==> config.mk <==
export PLATFORM = sky130hd
export DESIGN_NAME = calendar_counter
export DESIGN_NICKNAME = d
export VERILOG_FILES = /design/src/rtl/calendar_pkg.sv /design/src/rtl/mod_counter.sv /design/src/rtl/calendar_counter.sv
export SDC_FILE = /design/constraint.sdc
export NUM_CORES = 1
export LEC_CHECK = 0
export CAP_MARGIN = 20
export CORE_MARGIN = 1.5
export CORE_UTILIZATION = 44
export DETAILED_ROUTE_END_ITERATION = 10
export PLACE_DENSITY = 0.75
export SKIP_CTS_REPAIR_TIMING = 1
export SYNTH_ARGS = -nofsm -noshare
export SYNTH_HDL_FRONTEND = slang
export SYNTH_SLANG_ARGS = --single-unit
==> constraint.sdc <==
create_clock -name sys_clk_i -period 4.4 [get_ports sys_clk_i]
set_input_delay 0.44 -clock sys_clk_i [delete_from_list [all_inputs] [get_ports sys_clk_i]]
set_output_delay 0.44 -clock sys_clk_i [all_outputs]
set_load 0.02 [all_outputs]
==> src/rtl/calendar_pkg.sv <==
// Shared calendar field widths, limits and date-validity helpers used by the
// wall-clock counter and the alarm block.
package calendar_pkg;

  localparam int SEC_W  = 6;
  localparam int MIN_W  = 6;
  localparam int HOUR_W = 5;
  localparam int DAY_W  = 5;
  localparam int MON_W  = 4;
  localparam int YEAR_W = 7;

  localparam int MAX_SEC  = 59;
  localparam int MAX_MIN  = 59;
  localparam int MAX_HOUR = 23;
  localparam int MAX_MON  = 12;
  localparam int MAX_YEAR = 99;

  typedef struct packed {
    logic [YEAR_W-1:0] year;
    logic [MON_W-1:0]  mon;
    logic [DAY_W-1:0]  day;
    logic [HOUR_W-1:0] hour;
    logic [MIN_W-1:0]  minute;
    logic [SEC_W-1:0]  second;
  } cal_t;

  // Returns 0 for an illegal month so any day check against it fails.
  function automatic logic [DAY_W-1:0] days_in_month(input logic [MON_W-1:0]  mon,
                                                     input logic [YEAR_W-1:0] year);
    case (mon)
      4'd1, 4'd3, 4'd5, 4'd7, 4'd8, 4'd10, 4'd12: days_in_month = 5'd31;
      4'd4, 4'd6, 4'd9, 4'd11:                     days_in_month = 5'd30;
      4'd2:    days_in_month = (year[1:0] == 2'b00) ? 5'd29 : 5'd28;
      default: days_in_month = 5'd0;
    endcase
  endfunction

  // leap_phase shifts the leap-year pattern when the century base is not a multiple of 4.
  function automatic logic set_valid(input cal_t t, input logic [1:0] leap_phase);
    logic [YEAR_W-1:0] leap_year;
    leap_year = t.year + YEAR_W'(leap_phase);
    set_valid = (t.year   <= YEAR_W'(MAX_YEAR)) &&
                (t.mon    != '0) && (t.mon <= MON_W'(MAX_MON)) &&
                (t.day    != '0) && (t.day <= days_in_month(t.mon, leap_year)) &&
                (t.hour   <= HOUR_W'(MAX_HOUR)) &&
                (t.minute <= MIN_W'(MAX_MIN)) &&
                (t.second <= SEC_W'(MAX_SEC));
  endfunction

endpackage

==> src/rtl/mod_counter.sv <==
// Zero-based modulo counter with synchronous load and a wrap carry that is
// valid in the same cycle as the increment request.
module mod_counter
  import calendar_pkg::*;
#(
  parameter int WIDTH = 6,
  parameter int MAX   = 59
) (
  input  logic             clk_i,
  input  logic             rst_ni,
  input  logic             inc_i,
  input  logic             load_i,
  input  logic [WIDTH-1:0] load_val_i,
  output logic [WIDTH-1:0] cnt_o,
  output logic             carry_o
);

  localparam logic [WIDTH-1:0] MAX_V = WIDTH'(MAX);

  logic [WIDTH-1:0] cnt_q, cnt_d;

  assign carry_o = inc_i && (cnt_q == MAX_V);
  assign cnt_o   = cnt_q;

  always_comb begin
    cnt_d = cnt_q;
    if (load_i) begin
      cnt_d = load_val_i;
    end else if (inc_i) begin
      cnt_d = carry_o ? '0 : cnt_q + 1'b1;
    end
  end

  always_ff @(posedge clk_i or negedge rst_ni) begin
    if (!rst_ni) begin
      cnt_q <= '0;
    end else begin
      cnt_q <= cnt_d;
    end
  end

endmodule

==> src/rtl/calendar_counter.sv <==
// Wall-clock calendar: second/minute/hour counters cascade into day, month and
// year with leap handling; a range-checked set port loads all fields atomically.
module calendar_counter
  import calendar_pkg::*;
#(
  parameter int YEAR_BASE = 2000,
  parameter int INIT_MON  = 1,
  parameter int INIT_DAY  = 1
) (
  input  logic              sys_clk_i,
  input  logic              sys_rst_ni,
  input  logic              s_f_i,
  input  logic              set_en_i,
  input  logic [YEAR_W-1:0] set_year_i,
  input  logic [MON_W-1:0]  set_mon_i,
  input  logic [DAY_W-1:0]  set_day_i,
  input  logic [HOUR_W-1:0] set_hour_i,
  input  logic [MIN_W-1:0]  set_min_i,
  input  logic [SEC_W-1:0]  set_sec_i,
  output logic              set_ack_o,
  output logic              set_err_o,
  output logic [SEC_W-1:0]  sec_o,
  output logic [MIN_W-1:0]  min_o,
  output logic [HOUR_W-1:0] hour_o,
  output logic [DAY_W-1:0]  day_o,
  output logic [MON_W-1:0]  mon_o,
  output logic [YEAR_W-1:0] year_o,
  output logic              min_f_o,
  output logic              hour_f_o,
  output logic              day_f_o
);

  localparam logic [1:0] LEAP_PHASE = 2'(YEAR_BASE % 4);

  cal_t set_val;
  logic set_ok, load, tick;
  logic sec_carry, min_carry, hour_carry;
  logic [DAY_W-1:0] dim;

  logic [DAY_W-1:0]  day_q,  day_d;
  logic [MON_W-1:0]  mon_q,  mon_d;
  logic [YEAR_W-1:0] year_q, year_d;
  logic min_f_q, hour_f_q, day_f_q, ack_q, err_q;

  assign set_val = {set_year_i, set_mon_i, set_day_i, set_hour_i, set_min_i, set_sec_i};
  assign set_ok  = set_valid(set_val, LEAP_PHASE);
  assign load    = set_en_i && set_ok;
  // A set request always wins over a coincident tick, even when the set is rejected.
  assign tick    = s_f_i && !set_en_i;

  mod_counter #(.WIDTH(SEC_W), .MAX(MAX_SEC)) u_sec (
    .clk_i      (sys_clk_i),
    .rst_ni     (sys_rst_ni),
    .inc_i      (tick),
    .load_i     (load),
    .load_val_i (set_sec_i),
    .cnt_o      (sec_o),
    .carry_o    (sec_carry)
  );

  mod_counter #(.WIDTH(MIN_W), .MAX(MAX_MIN)) u_min (
    .clk_i      (sys_clk_i),
    .rst_ni     (sys_rst_ni),
    .inc_i      (sec_carry),
    .load_i     (load),
    .load_val_i (set_min_i),
    .cnt_o      (min_o),
    .carry_o    (min_carry)
  );

  mod_counter #(.WIDTH(HOUR_W), .MAX(MAX_HOUR)) u_hour (
    .clk_i      (sys_clk_i),
    .rst_ni     (sys_rst_ni),
    .inc_i      (min_carry),
    .load_i     (load),
    .load_val_i (set_hour_i),
    .cnt_o      (hour_o),
    .carry_o    (hour_carry)
  );

  assign dim = days_in_month(mon_q, year_q + YEAR_W'(LEAP_PHASE));

  // Day and month are 1-based and the day limit tracks the current month/year.
  always_comb begin
    day_d  = day_q;
    mon_d  = mon_q;
    year_d = year_q;
    if (load) begin
      day_d  = set_day_i;
      mon_d  = set_mon_i;
      year_d = set_year_i;
    end else if (hour_carry) begin
      if (day_q == dim) begin
        day_d = 5'd1;
        if (mon_q == MON_W'(MAX_MON)) begin
          mon_d  = 4'd1;
          year_d = (year_q == YEAR_W'(MAX_YEAR)) ? '0 : year_q + 1'b1;
        end else begin
          mon_d = mon_q + 1'b1;
        end
      end else begin
        day_d = day_q + 1'b1;
      end
    end
  end

  always_ff @(posedge sys_clk_i or negedge sys_rst_ni) begin
    if (!sys_rst_ni) begin
      day_q    <= DAY_W'(INIT_DAY);
      mon_q    <= MON_W'(INIT_MON);
      year_q   <= '0;
      min_f_q  <= 1'b0;
      hour_f_q <= 1'b0;
      day_f_q  <= 1'b0;
      ack_q    <= 1'b0;
      err_q    <= 1'b0;
    end else begin
      day_q    <= day_d;
      mon_q    <= mon_d;
      year_q   <= year_d;
      min_f_q  <= sec_carry;
      hour_f_q <= min_carry;
      day_f_q  <= hour_carry;
      ack_q    <= load;
      err_q    <= set_en_i && !set_ok;
    end
  end

  assign day_o     = day_q;
  assign mon_o     = mon_q;
  assign year_o    = year_q;
  assign min_f_o   = min_f_q;
  assign hour_f_o  = hour_f_q;
  assign day_f_o   = day_f_q;
  assign set_ack_o = ack_q;
  assign set_err_o = err_q;

endmodule

==> results of run 1 <==
-- sequential cells by signal, indices dropped and copies added (netlist names) --
| register | cells |
|---|---|
| day_f_o | 1 |
| day_o | 5 |
| hour_f_o | 1 |
| min_f_o | 1 |
| mon_o | 4 |
| set_ack_o | 1 |
| set_err_o | 1 |
| u_hour.cnt_o | 5 |
| u_min.cnt_o | 6 |
| u_sec.cnt_o | 6 |
| year_o | 7 |
-- layout make-up --
type	instances	area (sq um)
repair buffers	77	758
inverters	11	41.3
multi-input cells	246	1570
flip-flops and latches	38	953
fillers	522	2100
clock buffers	6	82.6
well taps	72	90.1
clock inverters	2	12.5
-- synth_stat cells (all sizes together), types with 2 or more instances --
library cell  instances  area, sq um
a211oi                2         15.0
a21oi                29          145
a22oi                 3         22.5
a311oi                2         17.5
a31oi                15         93.8
and2                  5         33.8
and3                  6         37.5
and3b                 2         17.5
buf                  10         43.8
clkbuf                3         11.3
dfrtp                36          901
dfstp                 2         52.6
ha                   15          188
inv                  11         41.3
mux2i                 6         60.1
nand2                18         70.1
nand2b                3         18.8
nand3                19         95.1
nand3b                3         22.5
nand4                 7         58.8
nand4b                3         41.3
nor2                 39          146
nor2b                 5         31.3
nor3                  7         35.0
nor3b                 3         22.5
nor4                  3         33.8
o211ai                2         15.0
o21a                  2         15.0
o21ai                15         75.1
o311ai                2         17.5
o31ai                 4         30.0
or2                   2         12.5
or3                   4         25.0
or3b                  2         17.5
or4                   5         37.5
xnor2                 2         17.5
-- metal layers --
metal / wire length (um) / up-vias
met5: 0 / -
met4: 108 / 0
met3: 435 / 9
met2: 3250 / 82
met1: 3150 / 1255
li1: - / 1286
-- per-stage QoR --
| stage | cells | worst slack (ns) |
|---|---|---|
| final | 452 | 1.05 |
| after global routing | 452 | 0.888 |
| after CTS | 452 | 1.06 |
| after detailed placement | 444 | 0.761 |
| after global placement | 444 | 0.920 |
| after floorplan | 308 | 1.65 |
-- power groups by stage --
stage / clock network (uW) / registers [uW] / logic, uW
global placement: 0 / 598 / 782
global route: 284 / 618 / 881
CTS: 266 / 595 / 805
finish: 260 / 597 / 803
detailed placement: 0 / 599 / 799
floorplan: 0 / 674 / 390
-- critical path, cell delays in order --
cell and delay [ns]:
clkdlybuf4s50_1 0.50, or4_1 0.54, and2_1 0.20, inv_1 0.12, ha_1 0.27, and3_1 0.18
a211oi_1 0.24, a32o_1 0.19, nand4_1 0.14, buf_4 0.26, and3_1 0.19, a221o_1 0.25
-- cells by family (layout without fill, tap and decap cells) --
logic type,Yosys count,in the layout,synth area share (%)
AOI/OAI and AO/OA,84,84,19.7
xor gates and xnor gates,3,3,1.00
adders and majority gates,15,15,7.17
buffers and inverters,24,96,3.68
DFF,38,38,36.4
muxes,7,7,2.72
and+or+nand+nor,137,137,29.3
-- final timing paths --
| path | depth (start not counted) | from | endpoint |
|---|---|---|---|
| max in group asynchronous | 1 | sys_rst_ni | year_o[6] |
| min in group sys_clk_i | 2 | u_min.cnt_o[1] | u_min.cnt_o[1] |
| hold / removal | 1 | sys_rst_ni | u_hour.cnt_o[0] |
| setup reg to reg | 8 | mon_o[0] | year_o[3] |
| hold reg to reg | 2 | u_min.cnt_o[1] | u_min.cnt_o[1] |
| setup / recovery | 12 | set_mon_i[0] | u_sec.cnt_o[1] |
==> impl_metrics.env, run 1 <==
export IMPL_finalClockSkew_ns=0.00317
export IMPL_overflow=0
export IMPL_layout_drive_gt1_share_pct=6.58
export IMPL_leakage_uw=0.00146
export IMPL_routed_via_density=5.82
export IMPL_vias=2632
export IMPL_power_frac_clock_pct=15.7
export IMPL_antenna_found_initial=0
export IMPL_drtIter0Drc=178
export IMPL_grt_first_pass_wirelength_um=11600
export IMPL_clk_pin_slew_ns=0.08
export IMPL_syn_inst=308
export IMPL_die_h_um=80.1
export IMPL_final_setup_tns_ns=0
export IMPL_ys_types=53
export IMPL_dr_pass1_iters=4
export IMPL_synth_flop_cell="dfrtp_1"
export IMPL_ant_nets=0
export IMPL_io_pins=75
export IMPL_gp_congestion=0.822
export IMPL_crit_arrival_ns=3.53
export IMPL_post_route_min_period_ns=3.35
export IMPL_nNetsFinal=431
export IMPL_min_path_type="in2async"
export IMPL_grt_pass1_vias=2411
export IMPL_drv_cap=0
export IMPL_drc=0
export IMPL_synth_edf_count=0
export IMPL_timing_slew_headroom_pct=38.1
export IMPL_p_seq_share_pct=35.9
export IMPL_slew_viol_final=0
export IMPL_period_share_pct=76.1
export IMPL_p_sw_uw=704
export IMPL_finish_utilization_pct=62.5
export IMPL_max_vdd_ir_drop_uv=249
export IMPL_pwr_share_comb_pct=48.4
export IMPL_hold_violations=0
export IMPL_mostFrequentLayoutCell="clkdlybuf4s50_1"
export IMPL_cts_buffers=5
export IMPL_power_density_nw_per_um2=473
export IMPL_async_reset_ff_share_pct=100
export IMPL_clock_latency_ns=0.30
export IMPL_final_setup_viol_count=0
export IMPL_use_met1_pct=32.3
export IMPL_outcome="complete, no violations"
export IMPL_clock_path_buffers=2
export IMPL_grt_use_met2_pct=35.8
export IMPL_max_freq_mhz=299
export IMPL_root_buffer="clkbuf_8"
export IMPL_power_uw=1660
export IMPL_placed_area_sq_um=3410
export IMPL_worst_setup_path_type="in2reg"
export IMPL_syn_avg_cell_area_sq_um=8.50
export IMPL_cts_tree="built"
export IMPL_routed_wl_um=6940
export IMPL_cp_data_required_time_ns=4.59
export IMPL_hold_ws_ns=0.248
export IMPL_dieArea_sq_um=6420
export IMPL_dpl_hpwl_um=5070
export IMPL_clock_sinks=38
export IMPL_ys_seq_area_share_pct=36.4
export IMPL_die_x_um=80.1
export IMPL_io_buffer_count=74
export IMPL_area_growth_pct=33.9
export IMPL_syn_nets=360
export IMPL_grt_start_max_net_pins=39
export IMPL_endpoint_kind="register"
export IMPL_fin_area_sq_um=3510
export IMPL_startpoint_type="input pin"
export IMPL_intPower_uw=956
export IMPL_yosysWarnings=0
export IMPL_netlist_area_sq_um=2620
export IMPL_grt_busiest_layer="met2"
export IMPL_start_util_pct=46.7
export IMPL_layout_common_cells="clkdlybuf4s50_1, nor2_1, dfrtp_1"
export IMPL_tightestPinTransition_ns=0.920
export IMPL_swShare_pct=42.4
export IMPL_crit_fanout=29
export IMPL_rsz0062_at_grt="no"
export IMPL_htree_num_levels=2
export IMPL_fp_coreArea_sq_um=5610
export IMPL_synth_seq_cells=38
export IMPL_fp_row_count=27
export IMPL_diodes=0
export IMPL_grtUsageTotal_pct=23.1
export IMPL_wire_per_inst_um=15.4
export IMPL_use_met3_pct=3.98
export IMPL_r2r_setup_slack_ns=1.69
Note: power is estimated with default switching activity, not from simulation.
==> run 2, diff against run 1 <==
==> constraint.sdc (replaced) <==
create_clock -name sys_clk_i -period 3.2 [get_ports sys_clk_i]
set_input_delay 0.32 -clock sys_clk_i [delete_from_list [all_inputs] [get_ports sys_clk_i]]
set_output_delay 0.32 -clock sys_clk_i [all_outputs]
set_load 0.02 [all_outputs]
==> impl_metrics.env, run 2 (synthesis results as in run 1) <==
export IMPL_dr_pass1_iters=4
export IMPL_fp_coreArea_sq_um=5610
export IMPL_grt_first_pass_wirelength_um=11100
export IMPL_startpoint="set_mon_i[0]"
export IMPL_final_setup_tns_ns=0
export IMPL_overflow=0
export IMPL_grtUsageTotal_pct=22.0
export IMPL_dpl_hpwl_um=5040
export IMPL_dieArea_sq_um=6420
export IMPL_cp_slowest_stage_delay_ns=0.52
export IMPL_drc=0
export IMPL_cts_tree="built"
export IMPL_ant_nets=0
export IMPL_tightestPinTransition_ns=0.875
export IMPL_slew_viol_final=0
export IMPL_critical_path_cell_chain="clkdlybuf4s50_1, or4_1, and2_1, inv_1, ha_1, and3_1, a211oi_1, a32o_1, nand4_1, buf_4, mux2i_1, nand3_1"
export IMPL_worst_setup_path_type="in2reg"
export IMPL_vias=2621
export IMPL_max_freq_mhz=337
export IMPL_clock_path_buffers=2
export IMPL_rsz0062_at_grt="no"
export IMPL_die_x_um=80.1
export IMPL_timing_slew_headroom_pct=41.7
export IMPL_drv_cap=0
export IMPL_root_buffer="clkbuf_8"
export IMPL_mostFrequentLayoutCell="clkdlybuf4s50_1"
export IMPL_min_path_type="in2async"
export IMPL_crit_arrival_ns=3.13
export IMPL_use_met1_pct=29.5
export IMPL_outcome="complete, no violations"
export IMPL_cp_data_required_time_ns=3.37
export IMPL_clock_latency_ns=0.29
export IMPL_cts_buffers=5
export IMPL_use_met3_pct=4.32
export IMPL_htree_num_levels=2
export IMPL_startpoint_type="input pin"
export IMPL_hold_ws_ns=0.124
export IMPL_drtIter0Drc=155
export IMPL_die_h_um=80.1
export IMPL_layout_common_cells="clkdlybuf4s50_1, nor2_1, dfrtp_1"
export IMPL_routed_wl_um=6820
export IMPL_antenna_found_initial=0
export IMPL_max_vdd_ir_drop_uv=287
export IMPL_grt_start_max_net_pins=39
export IMPL_largest_reg_flops=7
export IMPL_diodes=0
export IMPL_worstReg2RegStart="mon_o[0]"
export IMPL_post_route_min_period_ns=2.97
export IMPL_finish_utilization_pct=63.2
export IMPL_area_growth_pct=35.4
export IMPL_grt_busiest_layer="met2"
export IMPL_period_share_pct=92.7
export IMPL_layout_drive_gt1_share_pct=7.79
export IMPL_power_density_nw_per_um2=643
export IMPL_io_buffer_count=74
export IMPL_fp_row_count=27
export IMPL_grt_pass1_vias=2418
export IMPL_clock_sinks=38
export IMPL_crit_fanout=22
export IMPL_io_pins=75
export IMPL_endpoint_kind="register"
export IMPL_leakage_uw=0.00148
export IMPL_gp_congestion=0.809
export IMPL_cp_buffers_inverters=3
export IMPL_finalClockSkew_ns=0.00767
export IMPL_slowest_stage="or4_1"
export IMPL_routed_via_density=5.74
export IMPL_wire_per_inst_um=14.9
export IMPL_path_delay_family="simple AND/OR/NAND/NOR gates"
export IMPL_hold_violations=0
export IMPL_start_util_pct=46.7
export IMPL_nNetsFinal=436
export IMPL_grt_use_met2_pct=35.9
export IMPL_final_setup_viol_count=0
export IMPL_clk_pin_slew_ns=0.08
run 2: per-layer routing:
layer	share of wire (%)	up-vias
li1	-	1294
met1	47	1236
met2	46	81
met3	5.2	10
met4	1.4	0
met5	0	-
run 2: area by class of cell:
type,instances,area (sq um)
clock inverters,2,12.5
clock buffers,6,82.6
inverters,11,41.3
flip-flops and latches,38,953
fillers,502,2060
repair buffers,82,796
well taps,72,90.1
multi-input cells,246,1570
run 2: stage by stage:
step	cell area [sq um]	cells	setup slack, ns	total power, uW
final	3540	457	0.235	2280
after global routing	3540	457	0.0673	2450
after CTS	3540	457	0.246	2290
after detailed placement	3450	449	-0.0477	1930
after global placement	3450	449	0.0451	1910
after floorplan	2620	308	0.573	1460
run 2: path summary, 6_finish.rpt:
path | to | slack [ns] | depth (start not counted)
setup / recovery | year_o[2] | 0.23 | 12
hold / removal | u_hour.cnt_o[2] | 0.12 | 1
setup reg to reg | year_o[3] | 0.48 | 8
hold reg to reg | u_hour.cnt_o[1] | 0.60 | 2
max in group asynchronous | u_min.cnt_o[2] | 2.51 | 1
min in group sys_clk_i | u_hour.cnt_o[0] | 0.60 | 3
run 2: report_power, final:
| group | internal [uW] | switching [uW] | total, uW |
|---|---|---|---|
| Clock | 173 | 181 | 354 |
| Combinational | 531 | 573 | 1100 |
| Sequential | 612 | 209 | 821 |
| Total | 1320 | 963 | 2280 |
